### src/rtl/mem_pkg.sv
// Shared definitions for the MEM stage: datapath width, FSM encoding, PC step.
package mem_pkg;

   localparam int XLEN = 64;

   localparam logic [XLEN-1:0] PC_INC = XLEN'(4);

   typedef enum logic [1:0] {
      IDLE   = 2'd0,
      ACCESS = 2'd1,
      DONE   = 2'd2
   } mem_state_e;

endpackage

### src/rtl/mem_access_stage_perf_counters.sv
// Branch and mispredict event counters; both wrap modulo 2^CNT_W.
module perf_counters #(
   parameter int CNT_W = 32
) (
   input  logic             clk,
   input  logic             reset,
   input  logic             en,
   input  logic             branch_evt,
   input  logic             mispred_evt,
   output logic [CNT_W-1:0] branch_cnt,
   output logic [CNT_W-1:0] mispred_cnt
);

   always_ff @(posedge clk) begin
      if (reset) begin
         branch_cnt  <= '0;
         mispred_cnt <= '0;
      end else if (en) begin
         branch_cnt  <= branch_cnt  + {{(CNT_W-1){1'b0}}, branch_evt};
         mispred_cnt <= mispred_cnt + {{(CNT_W-1){1'b0}}, mispred_evt};
      end
   end

endmodule

### src/rtl/mem_access_stage.sv
// MEM pipeline stage: data-memory handshake with stall, branch resolution,
// MEM/WB register and performance counters.
module mem_access_stage
   import mem_pkg::*;
#(
   parameter int TIMEOUT = 255,
   parameter int CNT_W   = 32
) (
   input  logic             clk,
   input  logic             reset,
   input  logic [XLEN-1:0]  pc_value,
   input  logic [XLEN-1:0]  pc_plus_imm,
   input  logic [XLEN-1:0]  alu_result,
   input  logic [XLEN-1:0]  rd2,
   input  logic [4:0]       rd,
   input  logic             mem_read,
   input  logic             mem_write,
   input  logic             memToReg,
   input  logic             branch,
   input  logic             reg_write,
   input  logic             zero,
   input  logic             prediction,
   output logic             dmem_req,
   output logic             dmem_we,
   output logic [XLEN-1:0]  dmem_addr,
   output logic [XLEN-1:0]  dmem_wdata,
   input  logic             dmem_ack,
   input  logic [XLEN-1:0]  dmem_rdata,
   output logic             stall,
   output logic             flush,
   output logic [XLEN-1:0]  redirect_pc,
   output logic             bp_update,
   output logic             bp_taken,
   output logic [4:0]       wb_rd,
   output logic             wb_reg_write,
   output logic [XLEN-1:0]  wb_data,
   output logic [CNT_W-1:0] branch_cnt,
   output logic [CNT_W-1:0] mispred_cnt,
   output logic             mem_timeout
);

   localparam logic [7:0] TIMEOUT_LAST = 8'(TIMEOUT - 1);

   mem_state_e      state;
   logic [7:0]      wait_cnt;
   logic [XLEN-1:0] load_data;
   logic            timed_out;
   logic            mem_op;
   logic            resolve_en;
   logic            taken;

   assign mem_op     = mem_read | mem_write;
   assign stall      = ((state == IDLE) && mem_op) || (state == ACCESS);
   assign resolve_en = ~stall;

   // The request is live exactly while the stage is stalled on memory.
   assign dmem_req   = stall;
   assign dmem_we    = mem_write;
   assign dmem_addr  = alu_result;
   assign dmem_wdata = rd2;

   assign taken       = branch & zero;
   assign flush       = resolve_en & branch & (taken != prediction);
   assign redirect_pc = taken ? pc_plus_imm : pc_value + PC_INC;
   assign bp_update   = resolve_en & branch;
   assign bp_taken    = resolve_en & taken;

   // NOTE: state is assigned with <= so every reader in this block sees the
   // pre-edge value; blocking here would race against the MEM/WB update below.
   always_ff @(posedge clk) begin
      if (reset) begin
         state        <= IDLE;
         wait_cnt     <= '0;
         // NOTE: load_data is a single register, not a memory array, so it is
         // reset along with everything else.
         load_data    <= '0;
         timed_out    <= 1'b0;
         mem_timeout  <= 1'b0;
         wb_rd        <= '0;
         wb_reg_write <= 1'b0;
         wb_data      <= '0;
      end else begin
         case (state)
            IDLE: begin
               if (mem_op && !flush) begin
                  state    <= ACCESS;
                  wait_cnt <= '0;
               end
            end
            ACCESS: begin
               if (dmem_ack) begin
                  load_data <= dmem_rdata;
                  state     <= DONE;
               end else if (wait_cnt == TIMEOUT_LAST) begin
                  load_data   <= '0;
                  timed_out   <= 1'b1;
                  mem_timeout <= 1'b1;
                  state       <= DONE;
               end else begin
                  wait_cnt <= wait_cnt + 8'd1;
               end
            end
            DONE: begin
               // One idle-free cycle lets EX/MEM advance before a new access.
               timed_out <= 1'b0;
               state     <= IDLE;
            end
            default: state <= IDLE;
         endcase

         if (stall) begin
            wb_rd        <= '0;
            wb_reg_write <= 1'b0;
            wb_data      <= '0;
         end else begin
            wb_rd        <= rd;
            wb_reg_write <= reg_write;
            wb_data      <= timed_out ? '0 : (memToReg ? load_data : alu_result);
         end
      end
   end

   perf_counters #(.CNT_W(CNT_W)) u_perf (
      .clk         (clk),
      .reset       (reset),
      .en          (resolve_en),
      .branch_evt  (branch),
      .mispred_evt (flush),
      .branch_cnt  (branch_cnt),
      .mispred_cnt (mispred_cnt)
   );

endmodule
### config.mk
export PLATFORM = sky130hd
export DESIGN_NAME = mem_access_stage
export DESIGN_NICKNAME = d
export VERILOG_FILES = /design/src/rtl/mem_pkg.sv /design/src/rtl/mem_access_stage_perf_counters.sv /design/src/rtl/mem_access_stage.sv
export SDC_FILE = /design/constraint.sdc
export NUM_CORES = 1
export LEC_CHECK = 0
export ABC_AREA = 1
export CAP_MARGIN = 20
export CORE_AREA = 4 4 259 261
export DETAILED_ROUTE_END_ITERATION = 8
export DIE_AREA = 0 0 263 265
export GPL_TIMING_DRIVEN = 0
export REMOVE_ABC_BUFFERS = 1
export SLEW_MARGIN = 20
export SYNTH_ARGS = -nofsm -noshare
export SYNTH_HDL_FRONTEND = slang
export SYNTH_SLANG_ARGS = --single-unit
### constraint.sdc
create_clock -name clk -period 3.2 [get_ports clk]
set_input_delay 0.32 -clock clk [delete_from_list [all_inputs] [get_ports clk]]
set_output_delay 0.32 -clock clk [all_outputs]
set_load 0.02 [all_outputs]
Yosys cells after proc, flatten, opt, wreduce, memory -nomap -nowiden
Cells that the tools add are included.

storage, ports and cells
  bits in registers = 210
  output and inout port bits = 333
  logic and storage cells = 60

operators by class
  add/subtract/negate cells = 4
  equal/unequal tests = 9
  multiplexer cells = 15
  bitwise operators = 7
  reductions and logical operators = 15

operators by type and width
  operator                                             count
  2-to-1 mux 64 bit                                    4
  adder 32 x 1 -> 32 bit                               2
  adder 64 x 3 -> 64 bit, second input constant        1
  2-to-1 mux 8 bit                                     3
  one-hot mux 8 bit (2 select lines)                   1
  adder 8 x 1 -> 8 bit, second input constant          1
  equality test 8 bit, second input constant           1
  2-to-1 mux 2 bit                                     3
  AND reduction 3 bit                                  2
  nonzero test 2 bit                                   3
  bitwise AND 1 bit                                    4
  != test 2 x 1 -> 1 bit, second input constant        2
  != test 2 bit, second input constant                 2
  one-hot mux 2 bit (2 select lines)                   1
  AND reduction 2 bit                                  2
  AND reduction 4 bit                                  1
  != test 3 x 2 -> 1 bit, second input constant        1
  OR reduction 3 bit                                   1
  equality test 2 x 1 -> 1 bit, second input constant  1
  equality test 2 bit, second input constant           1
  logical AND 1 bit                                    2
  logical NOT 2 bit                                    1
  2-to-1 mux 1 bit                                     2
  NOT 1 bit                                            2
  other kinds (6)                                      6

Depth between registers and ports, before layout
Gate-level depths: netlist of run 1.

  depth in word-level cells = 10
  depth in mapped cells = 17

Modules after synthesis
Synthesis of run 1 repeated with hierarchy kept, for this count alone.

unflattened totals
  cells, all modules = 1979
  area, all modules = 12669.7 um2

by module, submodules not included
  module            instances  cells each  area an instance (um2)  sequential area each (um2)
  mem_access_stage  1          1424        9017.4                  2922.8
  perf_counters     1          555         3652.3                  1281.2

Worst setup path before layout of run 1
Ideal clock, no wire load.

  path type = input to register
  start = in mem_read
  end = reg u_perf.mispred_cnt[25]
  arrival time = 3001 ps
  required time = 3087 ps
  setup slack = 86 ps
  cell stages on the path = 16
  path buffers = 1
  path through = inv_1 > nand2_1 > o21ai_2 > clkbuf_1 > nand2_1 > a211oi_1 > ha_1 > nand3_1 > inv_1 > nand2_1 > nor2_1 > nand3b_1 > nor2_1 > nand2_1 > nand2_1 > nor2_1

on the way
  cells in the longest elaborated chain, start to end = 7

ends and longest elaborated chain
  item                             line                                  text
  start, declared                  mem_access_stage.sv:16                input logic mem_read,
  OR 1 bit                         mem_access_stage.sv:52                assign mem_op = mem_read | mem_write;
  logical AND 1 bit                mem_access_stage.sv:53                assign stall = ((state == IDLE) && mem_op) || (state == ACCESS);
  logical OR 1 bit                 mem_access_stage.sv:53
  NOT 1 bit                        mem_access_stage.sv:54                assign resolve_en = ~stall;
  bitwise AND 1 bit (2 in series)  mem_access_stage.sv:63                assign flush = resolve_en & branch & (taken != prediction);
  net flush                        mem_access_stage.sv:30                output logic flush,
  adder 32 x 1 -> 32 bit           mem_access_stage_perf_counters.sv:20  mispred_cnt <= mispred_cnt + {{(CNT_W-1){1'b0}}, mispred_evt};
  end signal, assigned             mem_access_stage_perf_counters.sv:20
  end, declared                    mem_access_stage_perf_counters.sv:11  output logic [CNT_W-1:0] mispred_cnt

The timed path passes the listed nets, and every way through them passes these cells.
A chain may end at the register's enable or synchronous reset.

Worst setup path after layout of run 1
  start = in branch
  end = out redirect_pc[2]

on the way
  cells in the longest elaborated chain, start to end = 2

ends and longest elaborated chain
  item               line                    text
  start, declared    mem_access_stage.sv:19  input logic branch,
  bitwise AND 1 bit  mem_access_stage.sv:62  assign taken = branch & zero;
  2-to-1 mux 64 bit  mem_access_stage.sv:64  assign redirect_pc = taken ? pc_plus_imm : pc_value + PC_INC;
  end, declared      mem_access_stage.sv:31  output logic [XLEN-1:0] redirect_pc,

No other way between the ends.

==> summary.txt, run 1 <==
Run status
  – Status: finished, violations left
  – Failing checks: negative setup slack

Logic synthesis
  – Synth top area share: 33.2%
  – Compound-cell area share of the yosys netlist: 11.8%
  – Adder-cell share of the synthesized area: 0.693%
  – Mapped Cells: 2022
  – Number of distinct library cells after synthesis: 34
  – Syn avg cell area: 6.25 µm²
  – Post-synth EDFFs: 0
  – Mux share of post-synthesis cell area: 0%
  – Xor-xnor portion of the synthesized cell area: 2.77%
  – Top cells by count, synth: nand2_1 (806), nor2_1 (268), dfxtp_1 (210)
  – Seq/Total Area, Yosys: 33.2%
  – Post-synth top area cell: dfxtp_1
  – Main combinational cell family by area after synthesis: simple AND/OR/NAND/NOR gates
  – Synthesized area: 12600 µm²
  – Yosys warning count: 0
  – Top cells by area in the synthesized netlist: dfxtp_1 (33%), nand2_1 (24%), nor2_1 (8.0%), buf_4 (7.7%), a21oi_1 (4.4%)
  – Simple logic cell fraction of the synthesized area: 37.7%
  – Seq cells post-synth: 210
  – Share of flip-flops with an asynchronous set or reset: 0%
  – Top-count cell post-synth: nand2_1
  – Top FF cell, synth: dfxtp_1

Power
  – Peak VDD IR: 0.370 mV
  – Overall power: 7.19 mW
  – Leakage: 7.00 nW
  – Pwr per Cell Area: 376 nW/µm²

Min path
  – HP Class: in2reg

Clocking
  – Clock transition at path regs: 0.05 ns
  – Clock Sink Count: 210
  – CTS root buf: clkbuf_16
  – CTS Buf Count: 27
  – CTS tree: yes
  – Clock network latency to the later pin of the worst-skew pair: 0.57 ns
  – Hold buffers post-CTS: 0
  – H-tree depth: 1
  – Longest Clk Path Bufs: 3

STA
  – Clock Skew: 0.0314 ns
  – Final Setup Violations: 2
  – F_max: 311 MHz
  – Fin. Hold Viols: 0
  – Setup slack after layout: -0.0121 ns
  – Minimum clock period: 3.21 ns
  – RSZ-0062 raised after global routing: true
  – Period utilisation layout: 100%
  – Slew at the pin closest to its max-slew limit: 0.787 ns
  – Slew Limit Fails: 0
  – Relative max-transition margin: 46.9%
  – Hold slack final: 0.138 ns

Placed design
  – I/O Buffers: 539
  – GP Congestion: 0.992
  – Hpwl dp: 55.9 mm
  – Placed cell areas: 18100 µm²
  – Pre-CTS WS: -1.55 ns
  – Placed cells: 3231

Worst setup path
  – Max stage delay on crit path: 0.76 ns
  – Setup crit start kind: input pin
  – Cell Chain, Critical Path: clkdlybuf4s50_1 -> nand2_2 -> inv_6 -> buf_12 -> o21ai_0 -> clkdlybuf4s50_1
  – Crit Path Class: in2out
  – CP most frequent cell: clkdlybuf4s50_1
  – Slowest CP cell: clkdlybuf4s50_1
  – CP required: 2.88 ns
  – Maximum fanout along the worst path: 65
  – CP Capture Type: output pin
  – Worst EP arrival: 2.89 ns
  – Setup slack, reg-to-reg: 0.35 ns

GRT
  – Largest net degree at the start of global routing: 66
  – Vias in the first global route: 13334
  – Gr ovfl total: 0
  – Global-route wire length before repair: 95.6 mm
  – GRT Overall Usage: 18.5%
  – Initial antenna violation count: 12

Layout
  – Final Cell Area: 19100 µm²
  – Fin nets: 2751
  – Filler Cells Inserted: 7111
  – Layout cell share with drive strength beyond 1: 6.68%
  – Synth-to-layout area growth: 51.2%
  – Non-filler cells, final: 3290

Route
  – Drt first pass iters: 7
  – Initial DRC Count: 955
  – Post-Route WL: 68.7 mm
  – DR vias: 14166
  – Residual DRC count: 0
  – Drt via density: 4.31
  – DR WL/cell: 20.9 µm
  – ANT nets after route: 0

Floorplan
  – Die Height: 265 µm
  – Initial Util: 19.6%
  – I/O Pins: 668
  – Core ar.: 64500 µm²
  – Die X: 263 µm
  – Die Area: 69700 µm²
  – Num rows: 93

Job
  – Max Cap Viol: 0
==> cells by family after synthesis <==
logic type	Yosys count
simple gates	1199
buf+inv	318
compound gates	248
flops	210
xor+xnor	40
fa+ha+maj	7
==> flip-flops by register name, indices dropped and copies added, names as in the netlist <==
register            cells
wb_data                64
wait_cnt                8
mem_timeout             1
u_perf.mispred_cnt     32
load_data              64
u_perf.branch_cnt      32
wb_rd                   5
timed_out               1
wb_reg_write            1
state                   2
==> worst max-delay path: cells and delay by family <==
family | cells | cell delay (ns)
AO/OA/AOI/OAI | 1 | 0.66
buffers and inverters | 4 | 1.61
AND/OR/NAND/NOR | 1 | 0.25
==> routing by layer <==
layer  GRT usage [%]  part of all wire, %  vias up
met2            27.1                   40      677
met1            22.2                   42     6375
met3            12.5                   15       86
li1                -                    -     7020
met4            3.86                  2.2        8
met5            4.19                 0.57        -
==> worst paths after layout <==
path               startpoint                     end  depth (start not counted)
setup / recovery       branch          redirect_pc[2]                          6
setup reg to reg     state[0]  u_perf.mispred_cnt[16]                         13
hold reg to reg   mem_timeout             mem_timeout                          2
hold / removal          reset            load_data[8]                          2
==> layout make-up <==
| class | count | area (µm²) | share of cell area [%] |
|---|---|---|---|
| Multi-Input combinational cell | 1495 | 6830 | 35.7 |
| Timing Repair Buffer | 552 | 5690 | 29.8 |
| Sequential cell | 210 | 4200 | 22.0 |
| Tap cell | 855 | 1070 | 5.60 |
| Clock buffer | 35 | 746 | 3.90 |
| Inverter | 123 | 470 | 2.46 |
| Clock inverter | 11 | 83.8 | 0.439 |
| Antenna cell | 9 | 22.5 | 0.118 |
==> placed cells by master (no fill, tap or decap), drive strengths merged <==
| cell | synthesis | layout |
|---|---|---|
| clkdlybuf4s15 | 0 | 1 |
| buf | 147 | 15 |
| clkdlybuf4s50 | 0 | 512 |
| inv | 122 | 124 |
| o21ai | 67 | 68 |
| dfxtp | 210 | 210 |
| nand3 | 54 | 54 |
| xor2 | 29 | 29 |
| diode | 0 | 9 |
| xnor2 | 11 | 11 |
| nand2 | 809 | 809 |
| nor3b | 2 | 2 |
| ha | 7 | 7 |
| nand3b | 9 | 9 |
| and2 | 2 | 2 |
| o21a | 5 | 5 |
| and3 | 2 | 2 |
| nor2 | 278 | 278 |
| a211oi | 1 | 1 |
| nand4 | 27 | 27 |
| dlymetal6s2s | 0 | 17 |
| a21oi | 171 | 171 |
| clkinvlp | 0 | 1 |
| or2 | 2 | 2 |
| clkbuf | 48 | 35 |
| nor3 | 14 | 14 |
| clkinv | 1 | 9 |
| dlygate4sd2 | 0 | 7 |
| o21bai | 4 | 4 |
==> power breakdown <==
| part | switching [mW] | internal, mW |
|---|---|---|
| clock network | 1.25 | 1.64 |
| logic | 0.861 | 0.711 |
| registers | 0.0381 | 2.70 |
==> metrics by stage <==
| stage | TNS [ns] | utilization [%] |
|---|---|---|
| after detailed placement | -43.58 | 28.1 |
| after global routing | -0.0653 | 29.7 |
| after global placement | -857.08 | 27.7 |
| final | -0.0122 | 29.7 |
| after CTS | -0.0556 | 29.4 |
| after floorplan | -28.86 | - |
==> timing repair <==
item,CTS,global route
setup buffers,1,2
setup endpoints to repair,53,47
gates cloned,1,0
pin swaps,1,2
resized for setup,24,42
Note: power is estimated with default switching activity, not from simulation.
==> inputs of run 2 (changes only) <==
--- a/config.mk
+++ b/config.mk
@@ -11,7 +11,6 @@
 export DETAILED_ROUTE_END_ITERATION = 8
 export DIE_AREA = 0 0 263 265
 export GPL_TIMING_DRIVEN = 0
-export REMOVE_ABC_BUFFERS = 1
 export SLEW_MARGIN = 20
 export SYNTH_ARGS = -nofsm -noshare
 export SYNTH_HDL_FRONTEND = slang
==> run 2 against run 1 <==
Compared with the run above:
- the run now ends clean
- clock skew decreased by 0.015 ns
- sequential power about the same
- first-iteration DRC count decreased by 35%
- utilization increased by 2.3 points
- global-route usage decreased by 1.3 points
- sequential share of layout area decreased by 1.6 points
- count of clock-buffer cells in the layout decreased by 2
- critical path depth increased by 2
==> summary.txt, run 2 (synthesis results as in run 1) <==
Route
  – Drt first pass iters: 5 (-2)
  – ANT nets after route: 0 (unchanged)
  – Wl on met1: 23.3 mm (-20%)
  – Post-Route WL: 64.9 mm (-5.5%)
  – WL met2: 33.5 mm (+21%)
  – Drt via density: 4.18 (-3.0%)
  – Residual DRC count: 0 (unchanged)
  – DR vias: 14720 (+3.9%)
  – DR WL/cell: 18.4 µm (-12%)
  – DR WL met3: 5.16 mm (-49%)
  – Top sig layer: met4
  – Initial DRC Count: 623 (-35%)

Worst setup path
  – Launch point of the worst reg-to-reg path: state[0]
  – Setup slack, reg-to-reg: 0.40 ns (+0.05 ns)
  – Setup crit end: redirect_pc[43]
  – CP Capture Type: output pin
  – Slowest CP cell: clkdlybuf4s50_1
  – Setup crit start kind: input pin
  – Reg2Reg Depth: 15 (+2)
  – Maximum fanout along the worst path: 10 (-85%)
  – Worst Setup SP: zero
  – Max stage delay on crit path: 0.64 ns (-0.12 ns)
  – CP most frequent cell: nand2_1
  – Worst EP arrival: 2.84 ns (-0.05 ns)
  – Crit Path Class: in2out
  – Cell Chain, Critical Path: clkdlybuf4s50_1 -> nand2_1 -> inv_1 -> clkbuf_4 -> clkbuf_2 -> nand2_1 -> nand2_1 -> clkdlybuf4s50_1
  – CP required: 2.88 ns (about the same)
  – R2R Path End: u_perf.mispred_cnt[16]

STA
  – Period utilisation layout: 98.7% (-1.7 points)
  – Fin Setup TNS: 0 ns (+0.0122 ns)
  – Clock Skew: 0.0160 ns (-0.0154 ns)
  – Slew at the pin closest to its max-slew limit: 0.872 ns (+0.0844 ns)
  – Final Setup Violations: 0 (-2)
  – F_max: 317 MHz (+1.7%)
  – Minimum clock period: 3.16 ns (-0.0550 ns)
  – Relative max-transition margin: 41.9% (-5.1 points)
  – Slew Limit Fails: 0 (unchanged)
  – Setup slack after layout: 0.0429 ns (+0.0550 ns)
  – Fin. Hold Viols: 0 (unchanged)

Layout
  – Ant. Diodes: 0 (-9)
  – Filler Cells Inserted: 7125 (+0.20%)
  – Core Util, Final: 32.0% (+2.3 points)
  – Non-filler cells, final: 3524 (+7.1%)
  – Layout cell share with drive strength beyond 1: 11.1% (+4.5 points)
  – Biggest regs: load_data x64, wb_data x64
  – Fin nets: 2996 (+8.9%)
  – Most frequent cells in the layout: nand2_1 (801), clkdlybuf4s50_1 (579), nor2_1 (257), dfxtp_1 (210), buf_4 (135)
  – Synth-to-layout area growth: 63.1%
  – Most common cell after layout, fill and taps aside: nand2_1

Placed design
  – GP Congestion: 0.971 (-2.0%)
  – Placed cells: 3480 (+7.7%)
  – Hpwl dp: 55.4 mm (-0.93%)
  – Pre-CTS WS: -2.15 ns (-0.605 ns)
  – I/O Buffers: 603 (+12%)

Power
  – Clock power frac: 35.6% (-4.6 points)
  – Comb power frac: 26.0% (+4.2 points)
  – Switching Power: 2.12 mW (-1.1%)
  – Int Power: 4.99 mW (-1.3%)
  – Peak VDD IR: 0.301 mV (-19%)
  – Leakage: 7.80 nW (+11%)
  – Pwr per Cell Area: 345 nW/µm² (-8.4%)
  – Switching Share: 29.8% (+0.041 points)
  – Seq pwr share: 38.4% (+0.4 points)

Clocking
  – CTS tree: yes
  – CTS root buf: clkbuf_16
  – H-tree depth: 1 (unchanged)
  – Longest Clk Path Bufs: 3 (unchanged)
  – CTS Buf Count: 23 (-15%)
  – Clock Sink Count: 210 (unchanged)
  – Hold buffers post-CTS: 0 (unchanged)
  – Clock network latency to the later pin of the worst-skew pair: 0.52 ns (-0.05 ns)
  – Clock transition at path regs: 0.06 ns (about the same)

Floorplan
  – Die Height: 265 µm (unchanged)
  – Core ar.: 64500 µm² (unchanged)
  – I/O Pins: 668 (unchanged)
  – Initial Util: 19.6% (unchanged)
  – Die X: 263 µm (unchanged)
  – Num rows: 93 (unchanged)
  – Die Area: 69700 µm² (unchanged)

Min path
  – Worst Min Path Start: rd[3]
  – Worst Hold Depth: 3 (+1)
  – HP Class: in2reg

GRT
  – Initial antenna violation count: 1 (-11)
  – Gr ovfl total: 0 (unchanged)
  – Global-route wire length before repair: 91.3 mm (-4.5%)
  – Largest net degree at the start of global routing: 14 (-79%)
  – GRT Overall Usage: 17.2% (-1.3 points)
  – Vias in the first global route: 14400 (+8.0%)

Run status
  – Status: complete, no violations

Logic synthesis
  – Mapped Nets: 2364

Job
  – Max Cap Viol: 0 (unchanged)
run 2: changes by cell type in the layout (fill, tap and decap cells not counted), sizes merged, moves of 2 or more:
cell / delta
buf: +136
diode: -9
dlymetal6s2s: -6
clkinv: -4
clkbuf: +48
dlygate4sd2: +2
clkdlybuf4s50: +67
run 2: metrics by stage:
stage | hold WS, ns | power (mW) | cell area, µm²
after floorplan | 0.425 | 3.59 | 12600
after global routing | 0.329 | 7.43 | 20600
after detailed placement | 0.437 | 4.65 | 19800
after CTS | 0.308 | 7.23 | 20600
final | 0.338 | 7.11 | 20600
after global placement | 0.438 | 4.65 | 19800
run 2: timing repair:
action,CTS,global route
setup buffers,4,0
endpoints found under the setup margin,101,40
resized for setup,52,33
pin swaps,3,0
run 2: layer usage:
metal,vias to the layer above,GRT usage [%]
met5,-,0
met4,0,7.18
met3,90,4.65
met2,604,33.3
met1,6547,17.4
li1,7479,-
run 2: area by class of cell:
cell class	instances	area, µm²	area share, %
Inverter	123	462	2.24
Multi-Input combinational cell	1494	6820	33.1
Timing Repair Buffer	607	6070	29.4
Clock buffer	33	613	2.97
Sequential cell	210	4200	20.4
Clock inverter	7	68.8	0.334
Buffer	195	1320	6.39
Tap cell	855	1070	5.19
run 2: worst min path at each step:
stage	end	slack [ns]
floorplan	wait_cnt[5]	0.43
global placement	wait_cnt[5]	0.44
detailed placement	wait_cnt[5]	0.44
CTS	wb_rd[3]	0.31
global route	load_data[2]	0.33
finish	wb_rd[3]	0.34
run 2: power groups by stage:
stage,Clock (mW),Combinational (mW),Sequential [mW]
2_1_floorplan,0,0.762,2.83
3_3_place_gp,0,1.86,2.79
3_5_place_dp,0,1.86,2.79
4_1_cts,2.63,1.87,2.73
5_1_grt,2.73,1.96,2.74
6_report,2.53,1.84,2.73
run 2: critical path, delay by kind of cell:
family,cells,cell delay [ns]
buf+inv,5,1.96
simple gates,3,0.53
